===== src/rtl/lc3b_types.sv =====
// Shared LC-3b memory-path types for the L1 line responder.
package lc3b_types;

  typedef logic [15:0]  lc3b_word;
  typedef logic [127:0] pmem_L1_bus;
  typedef logic [31:0]  lc3b_burst_word;

  localparam int LINE_BEATS  = 4;
  localparam int OFFSET_BITS = 4;

  typedef enum logic [1:0] {
    ST_IDLE,
    ST_READ_BURST,
    ST_WRITE_BURST,
    ST_RESP
  } resp_state_e;

  // Clears the byte-offset bits so every burst starts on a line boundary.
  function automatic lc3b_word line_align(input lc3b_word addr);
    lc3b_word mask;
    mask = lc3b_word'((16'd1 << OFFSET_BITS) - 16'd1);
    return addr & ~mask;
  endfunction

endpackage


===== src/rtl/burst_line_buffer.sv =====
// One-line staging buffer: whole-line load, per-beat write and per-beat read.
module burst_line_buffer #(
  parameter int LINE_WIDTH = 128,
  parameter int BEAT_WIDTH = 32,
  parameter int BEATS      = LINE_WIDTH / BEAT_WIDTH,
  parameter int IDX_BITS   = $clog2(BEATS)
) (
  input  logic                  clk,
  input  logic                  clear,
  input  logic                  load_en,
  input  logic [LINE_WIDTH-1:0] load_line,
  input  logic                  beat_we,
  input  logic [IDX_BITS-1:0]   beat_idx,
  input  logic [BEAT_WIDTH-1:0] beat_wdata,
  output logic [LINE_WIDTH-1:0] line_out,
  output logic [BEAT_WIDTH-1:0] beat_rdata
);

  // Packed so that slice k is line bits [k*BEAT_WIDTH +: BEAT_WIDTH].
  logic [BEATS-1:0][BEAT_WIDTH-1:0] line_q;
  logic [BEATS-1:0][BEAT_WIDTH-1:0] line_d;

  always_comb begin
    line_d = line_q;
    if (load_en) begin
      line_d = load_line;
    end else if (beat_we) begin
      line_d[beat_idx] = beat_wdata;
    end
  end

  always_ff @(posedge clk) begin
    if (clear) begin
      line_q <= '0;
    end else begin
      line_q <= line_d;
    end
  end

  assign line_out   = line_q;
  assign beat_rdata = line_q[beat_idx];

endmodule


===== src/rtl/l1_line_responder.sv =====
// Serialises one L1 line read or writeback into a fixed-length beat burst
// and answers the cache with a single-cycle response.
module l1_line_responder
  import lc3b_types::*;
#(
  parameter int LINE_WIDTH = 128,
  parameter int BEAT_WIDTH = 32,
  parameter int BEATS      = LINE_WIDTH / BEAT_WIDTH
) (
  input  logic                  clk,
  input  logic                  reset,
  input  logic [15:0]           pmem_address,
  input  logic                  pmem_read,
  input  logic                  pmem_write,
  input  logic [LINE_WIDTH-1:0] pmem_wdata,
  output logic [LINE_WIDTH-1:0] pmem_rdata,
  output logic                  pmem_resp,
  output logic [15:0]           burst_address,
  output logic                  burst_read,
  output logic                  burst_write,
  output logic [BEAT_WIDTH-1:0] burst_wdata,
  input  logic [BEAT_WIDTH-1:0] burst_rdata,
  input  logic                  burst_ack
);

  localparam int IDX_BITS   = $clog2(BEATS);
  localparam int BEAT_SHIFT = $clog2(BEAT_WIDTH / 8);
  localparam logic [IDX_BITS-1:0] LAST_BEAT = IDX_BITS'(BEATS - 1);

  resp_state_e          state_q, state_d;
  logic [IDX_BITS-1:0]  cnt_q, cnt_d;
  lc3b_word             addr_q, addr_d;
  logic                 buf_load;
  logic                 buf_we;
  logic [BEAT_WIDTH-1:0] buf_beat;

  always_comb begin
    state_d  = state_q;
    cnt_d    = cnt_q;
    addr_d   = addr_q;
    buf_load = 1'b0;
    buf_we   = 1'b0;
    case (state_q)
      ST_IDLE: begin
        // A writeback takes priority over a read presented in the same cycle.
        if (pmem_write) begin
          addr_d   = line_align(pmem_address);
          buf_load = 1'b1;
          state_d  = ST_WRITE_BURST;
        end else if (pmem_read) begin
          addr_d  = line_align(pmem_address);
          state_d = ST_READ_BURST;
        end
      end
      ST_READ_BURST: begin
        if (burst_ack) begin
          buf_we = 1'b1;
          cnt_d  = cnt_q + 1'b1;
          if (cnt_q == LAST_BEAT) begin
            state_d = ST_RESP;
          end
        end
      end
      ST_WRITE_BURST: begin
        if (burst_ack) begin
          cnt_d = cnt_q + 1'b1;
          if (cnt_q == LAST_BEAT) begin
            state_d = ST_RESP;
          end
        end
      end
      ST_RESP: begin
        state_d = ST_IDLE;
      end
      default: begin
        state_d = ST_IDLE;
      end
    endcase
  end

  always_ff @(posedge clk) begin
    if (reset) begin
      state_q <= ST_IDLE;
      cnt_q   <= '0;
      addr_q  <= '0;
    end else begin
      state_q <= state_d;
      cnt_q   <= cnt_d;
      addr_q  <= addr_d;
    end
  end

  burst_line_buffer #(
    .LINE_WIDTH (LINE_WIDTH),
    .BEAT_WIDTH (BEAT_WIDTH),
    .BEATS      (BEATS),
    .IDX_BITS   (IDX_BITS)
  ) u_line_buf (
    .clk        (clk),
    .clear      (reset),
    .load_en    (buf_load),
    .load_line  (pmem_wdata),
    .beat_we    (buf_we),
    .beat_idx   (cnt_q),
    .beat_wdata (burst_rdata),
    .line_out   (pmem_rdata),
    .beat_rdata (buf_beat)
  );

  // Strobes and response decode straight from the registered state.
  assign burst_read    = (state_q == ST_READ_BURST);
  assign burst_write   = (state_q == ST_WRITE_BURST);
  assign pmem_resp     = (state_q == ST_RESP);
  assign burst_wdata   = burst_write ? buf_beat : '0;
  assign burst_address = addr_q + (lc3b_word'(cnt_q) << BEAT_SHIFT);

endmodule


===== config.mk =====
export PLATFORM = sky130hd
export DESIGN_NAME = l1_line_responder
export DESIGN_NICKNAME = d
export VERILOG_FILES = /design/src/rtl/lc3b_types.sv /design/src/rtl/burst_line_buffer.sv /design/src/rtl/l1_line_responder.sv
export SDC_FILE = /design/constraint.sdc
export NUM_CORES = 1
export LEC_CHECK = 0
export ABC_AREA = 0
export BUFFER_PORTS_ARGS = -buffer_cell sky130_fd_sc_hd__buf_4
export CAP_MARGIN = 20
export CORE_AREA = 2 2 139 141
export CTS_BUF_LIST = sky130_fd_sc_hd__clkbuf_4
export DETAILED_ROUTE_END_ITERATION = 12
export DIE_AREA = 0 0 141 143
export PLACE_DENSITY = 0.76
export SYNTH_ARGS = -nofsm -noshare
export SYNTH_HDL_FRONTEND = slang
export SYNTH_SLANG_ARGS = --single-unit
export TNS_END_PERCENT = 5

===== constraint.sdc =====
create_clock -name clk -period 2.1 [get_ports clk]
set_clock_uncertainty 0.2 [all_clocks]
set_input_delay 0.105 -clock clk [delete_from_list [all_inputs] [get_ports clk]]
set_output_delay 0.105 -clock clk [all_outputs]
set_load 0.01 [all_outputs]

## Word level (Yosys, flattened, before mapping)

Cells that the tools add are included.

- Bitwise operators: 0
- Multipliers: 0
- Divide/modulo/power cells: 0
- Reduce and logical (&&, ||, !) cells: 8
- Order comparisons: 2
- Equal/unequal tests: 7
- $add $sub $neg: 2
- Shift-type cells: 0
- Mux-type cells: 19

Operators by type and width:

| kind | number |
|---|---|
| $mux 128 | 2 |
| $bwmux 128 | 1 |
| $mux 32 | 3 |
| $bmux 32 s2 | 1 |
| $demux 32 s2 | 1 |
| $mux 16 | 2 |
| $add 16x4->16 | 1 |
| $mux 2 | 4 |
| $eq 2x2->1 const B | 3 |
| $pmux 2 s3 | 1 |
| $mux 1 | 4 |
| $ne 2x1->1 const B | 2 |
| $reduce_and 2->1 | 2 |
| $reduce_bool 2->1 | 2 |
| $lt 2x3->1 const B | 1 |
| $ne 3x3->1 const B | 1 |
| $reduce_and 3->1 | 1 |
| $add 2x1->2 const B | 1 |
| $eq 2x1->1 const B | 1 |
| $ge 2x1->1 const B | 1 |
| $logic_not 2->1 | 1 |
| $reduce_or 2->1 | 1 |
| $logic_and 1x1->1 | 1 |

- Output and inout port bits: 179
- Memory bits (writable): 0
- Memories kept: 0
- Input bits: 181
- Latch bits: 0
- ROM bits: 0
- Flip-flop bits (word level): 148

## Depth between registers and ports, before layout

- Depth in word-level cells: 7
- Depth in mapped cells: 10

## Modules after synthesis

From an unflattened synthesis, not the netlist that was laid out.

- Cell total of the unflattened synthesis: 878
- Area, all modules: 8,549.4 µm²

Modules (own cells, without submodules):

| module | seq. area each (µm²) | area each (µm²) | instances | cells an instance |
|---|---|---|---|---|
| burst_line_buffer | 2,562.5 | 7,623.6 | 1 | 756 |
| l1_line_responder | 320.3 | 925.9 | 1 | 122 |

## Least setup slack after synthesis

Ideal clock, no wire load.

- Path kind: reg2reg
- Start point: register cnt_q[1]
- End point: register u_line_buf.line_q, in the netlist u_line_buf.line_out[33]
- Path slack: -167 ps
- Buffers on the path: 5
- Library setup time: 91 ps
- Data arrival time: 1,976 ps
- Stages on the path, launching flop included: 10
- Clock period less this slack: 2,267 ps
- Path through: dfxtp_1 -> clkbuf_1 -> buf_2 -> inv_1 -> ha_1 -> clkbuf_2 -> a32o_1 -> buf_4 -> buf_2 -> a311oi_1

- Longest elaborated chain between the ends: 7
- Elaborated cells on any way between the ends: 8
- Classes of those cells: 2 x order compare; 5 x mux; 1 x reduce/logical

Ends and longest elaborated chain:

| element | RTL line | source |
|---|---|---|
| start: declaration | l1_line_responder.sv:31 | `logic [IDX_BITS-1:0] cnt_q, cnt_d;` |
| start signal: assignment | l1_line_responder.sv:88 | `cnt_q <= cnt_d;` |
| $lt 2x3->1 (not written as such) or $ge 2x1->1 (tied branches) | burst_line_buffer.sv:28 | `line_d[beat_idx] = beat_wdata;` |
| $logic_and 1x1->1 (not written as such) | burst_line_buffer.sv:28 |  |
| $mux 32 (not written as such) | burst_line_buffer.sv:28 |  |
| $demux 32 s2 (*) | - |  |
| $bwmux 128 (*) | burst_line_buffer.sv:28 |  |
| $mux 128 (*) | burst_line_buffer.sv:27 | `end else if (beat_we) begin` |
| $mux 128 (*) | burst_line_buffer.sv:25 | `if (load_en) begin` |
| end signal: assignment | burst_line_buffer.sv:36 | `line_q <= line_d;` |
| end: declaration | burst_line_buffer.sv:20 | `logic [BEATS-1:0][BEAT_WIDTH-1:0] line_q;` |

Every way passes the cells marked *; elsewhere a longest branch is shown, timed or not. The select of a mux whose other input is x is not followed.
A chain may end at the register's enable or synchronous reset.

## Worst setup path in the final report

- Start point: register cnt_q[0]
- End point: output port burst_wdata[5]

- Longest elaborated chain between the ends: 3

Ends and longest elaborated chain:

| element | RTL line | source |
|---|---|---|
| $bmux 32 s2 | burst_line_buffer.sv:41 | `assign beat_rdata = line_q[beat_idx];` |
| $mux 32 (not written as such) | burst_line_buffer.sv:41 |  |
| $mux 32 | l1_line_responder.sv:114 | `assign burst_wdata = burst_write ? buf_beat : '0;` |
| end: declaration | l1_line_responder.sv:21 | `output logic [BEAT_WIDTH-1:0] burst_wdata,` |

No other way between the ends. The select of a mux whose other input is x is not followed.

==> flow_summary_export.csv <==
group,metric,value,unit
grt,grt.total_usage,0.316,
status,violations,"setup timing",
place,place.gp.congestion,0.829,
setup_path,cp-end-kind,"primary output",
setup_path,startpoint_type,"register",
drt,drt_iter0_drc,712,
floorplan,dieArea,20200,µm²
layout,area_delta_synth_final,66.6,%
clock_network,clockRootBuffer,"clkbuf_4",
clock_network,cts_made_buffers,17,
logic_synthesis,yosysTopAreaCellShare,0.378,
status,status,"finished, violations left",
sta,rsz0062_at_grt,"yes",
sta,tns,-5.97,ns
logic_synthesis,synth_area,7620,µm²
setup_path,path_class,"reg -> out",
job,max-cap-violations,0,
drt,drt-pass1-iter-count,5,
drt,vias,9613,
pwr,power_density,1070,nW/µm²
min_path,hold-path-endpoint,"addr_q[10]",
setup_path,r2r_setup_slack,0.08,ns
clock_network,cts_max_level,4,
logic_synthesis,yosysWarnings,0,
logic_synthesis,synth_seq_cells,144,
logic_synthesis,ys_seq_area_frac,0.378,
sta,tightest_slew,0.755,ns
logic_synthesis,synthFlopType,"dfxtp_1",
clock_network,clock_path_buffers,2,
place,dp.final_hpwl,20.1,mm
floorplan,die_h,143,µm
setup_path,cp.required,1.79,ns
grt,grt_pass1_vias,9396,
sta,slew_violations,0,
logic_synthesis,synthCells,899,
grt,grtUsageMet2,0.538,
floorplan,num_io_pins,360,
grt,antenna_found_initial,1,
setup_path,rr_startpoint,"state_q[1]",
logic_synthesis,synthArstFlopShare,0,
sta,finalCriticalPeriod,2.33,ns
floorplan,start_util,0.410,
logic_synthesis,yosys.cell_types.count,28,
sta,max_slew_margin,0.496,
logic_synthesis,avgSynthCellArea,8.48,µm²
pwr,p_total,0.0136,W
grt,grt_start_max_net_pins,69,
logic_synthesis,synth_edf_count,0,
drt,drc_errors,0,
sta,worst_slack,-0.233,ns
place,numPortBuffers,353,
drt,routed_wl,33.4,mm
clock_network,path_clk_slew,0.13,ns
clock_network,cts_sinks,144,
grt,met1_usage,0.373,
clock_network,clock_latency,0.54,ns
grt,busiest_layer,"met2",
drt,wl_per_cell,20.5,µm
logic_synthesis,synth.most_common_cell,"nand2_1",
logic_synthesis,synthTopCellsByArea,"dfxtp_1, a311oi_1, nand3_1, nand2_1, nor2_1",
grt,globalRouteMet3Util,0.0694,
sta,fmax,429,MHz
min_path,hold_class,"in -> reg",
min_path,min_delay_path_depth,4,
pwr,p_leak,5.29,nW
drt,ant_nets,0,
floorplan,die_w,141,µm
min_path,hold_start,"pmem_address[10]",
sta,finalCritPeriodShare,1.11,
setup_path,reg2reg_depth,6,
sta,setup_viol,32,
logic_synthesis,synth_commonest_cells,"nand2_1, dfxtp_1, nor2_1",
logic_synthesis,synth_top_cell_by_area,"dfxtp_1",
floorplan,coreArea,18600,µm²
drt,via_per_inst,5.90,
grt,gr-total-overflow,0,
floorplan,core.rowCount,50,
setup_path,arrival,2.03,ns
clock_network,cts_tree,"built",
layout,final_nets,1571,
setup_path,rr_endpoint,"u_line_buf.line_out[116]",
grt,grt_pass1_wl,50.2,mm
layout,layout-drive-gt1-share,0.358,
setup_path,path_max_fanout,6,
place,dp_slack,0.0829,ns
sta,hold_viol,0,
pwr,ir_drop,518,µV
==> repair_timing <==
item                                    4_1_cts  5_1_grt
endpoints found under the hold margin       144        0
hold buffers                                177        0
cloned                                        1        1
setup buffers                                 1        0
gates resized for setup                      57       28
endpoints found under the setup margin       32      139
pin swaps                                     4        8
==> routing by layer <==
metal	routed length, µm	vias up
met2	16600	679
met4	1460	0
li1	-	4226
met1	12300	4568
met5	0	-
met3	3020	140
==> registers in the layout (all words and copies together) (netlist names) <==
name,cells
state_q,2
addr_q,12
u_line_buf.line_out,128
cnt_q,2
==> cell type report <==
class,instances,area [µm²]
fill,1363,5880
timing repair buffer,566,5040
multi-input combinational,648,4210
sequential,144,2890
tap,234,293
clock buffer,18,135
clock inverter,13,111
inverter,4,15.0
antenna,1,2.50
==> cell usage in the layout, fill, tap and decap left out, types with 13 or more instances in the layout <==
master           n
buf_4          340
dlygate4sd3_1  177
nand2_1        155
dfxtp_1        141
nor2_1         133
nand3_1        129
a311oi_1       126
mux4_2          32
buf_6           32
and2_4          31
clkbuf_4        18
buf_12          15
a21oi_1         13
==> worst max-delay path by stage <==
stage	slack, ns	cells after the start	end	from
CTS	-0.30	4	burst_wdata[9]	cnt_q[0]
floorplan	-0.003	9	u_line_buf.line_out[10]	cnt_q[0]
global placement	0.17	6	u_line_buf.line_out[127]	state_q[0]
global route	-0.33	4	burst_wdata[26]	cnt_q[0]
finish	-0.23	4	burst_wdata[5]	cnt_q[0]
detailed placement	0.08	6	u_line_buf.line_out[44]	state_q[0]
==> cell families (layout without fill, tap and decap cells) <==
| group | count (synthesis) | after routing | share of synthesized area |
|---|---|---|---|
| compound gates | 149 | 149 | 0.165 |
| xor+xnor | 1 | 1 | 0.00115 |
| fa+ha+maj | 9 | 9 | 0.0148 |
| buf+inv | 108 | 601 | 0.0790 |
| flops | 144 | 144 | 0.378 |
| mux | 35 | 35 | 0.106 |
| other cells | 1 | 3 | 0.000492 |
| simple gates | 452 | 452 | 0.255 |
==> power breakdown <==
part	switching (W)	internal, W	total, W
Sequential	0.000795	0.00360	0.00440
Combinational	0.00387	0.00360	0.00747
Clock	0.00111	0.000595	0.00170
==> stage by stage <==
| step | area, µm² | hold slack (ns) | utilization | cells |
|---|---|---|---|---|
| after detailed placement | 10400 | 0.162 | 0.562 | 1416 |
| after global placement | 10400 | 0.155 | 0.562 | 1416 |
| after CTS | 12600 | 0.0946 | 0.679 | 1626 |
| final | 12700 | 0.149 | 0.683 | 1628 |
| after floorplan | 7640 | 0.0410 | - | 900 |
| after global routing | 12700 | 0.106 | 0.683 | 1628 |
==> critical path, cell delays in order, from the launching register on <==
cell,delay (ns)
dfxtp_4,0.47
clkbuf_16,0.21
mux4_2,0.53
and2_4,0.18
buf_6,0.11
Power figures use the tool's default switching activity.
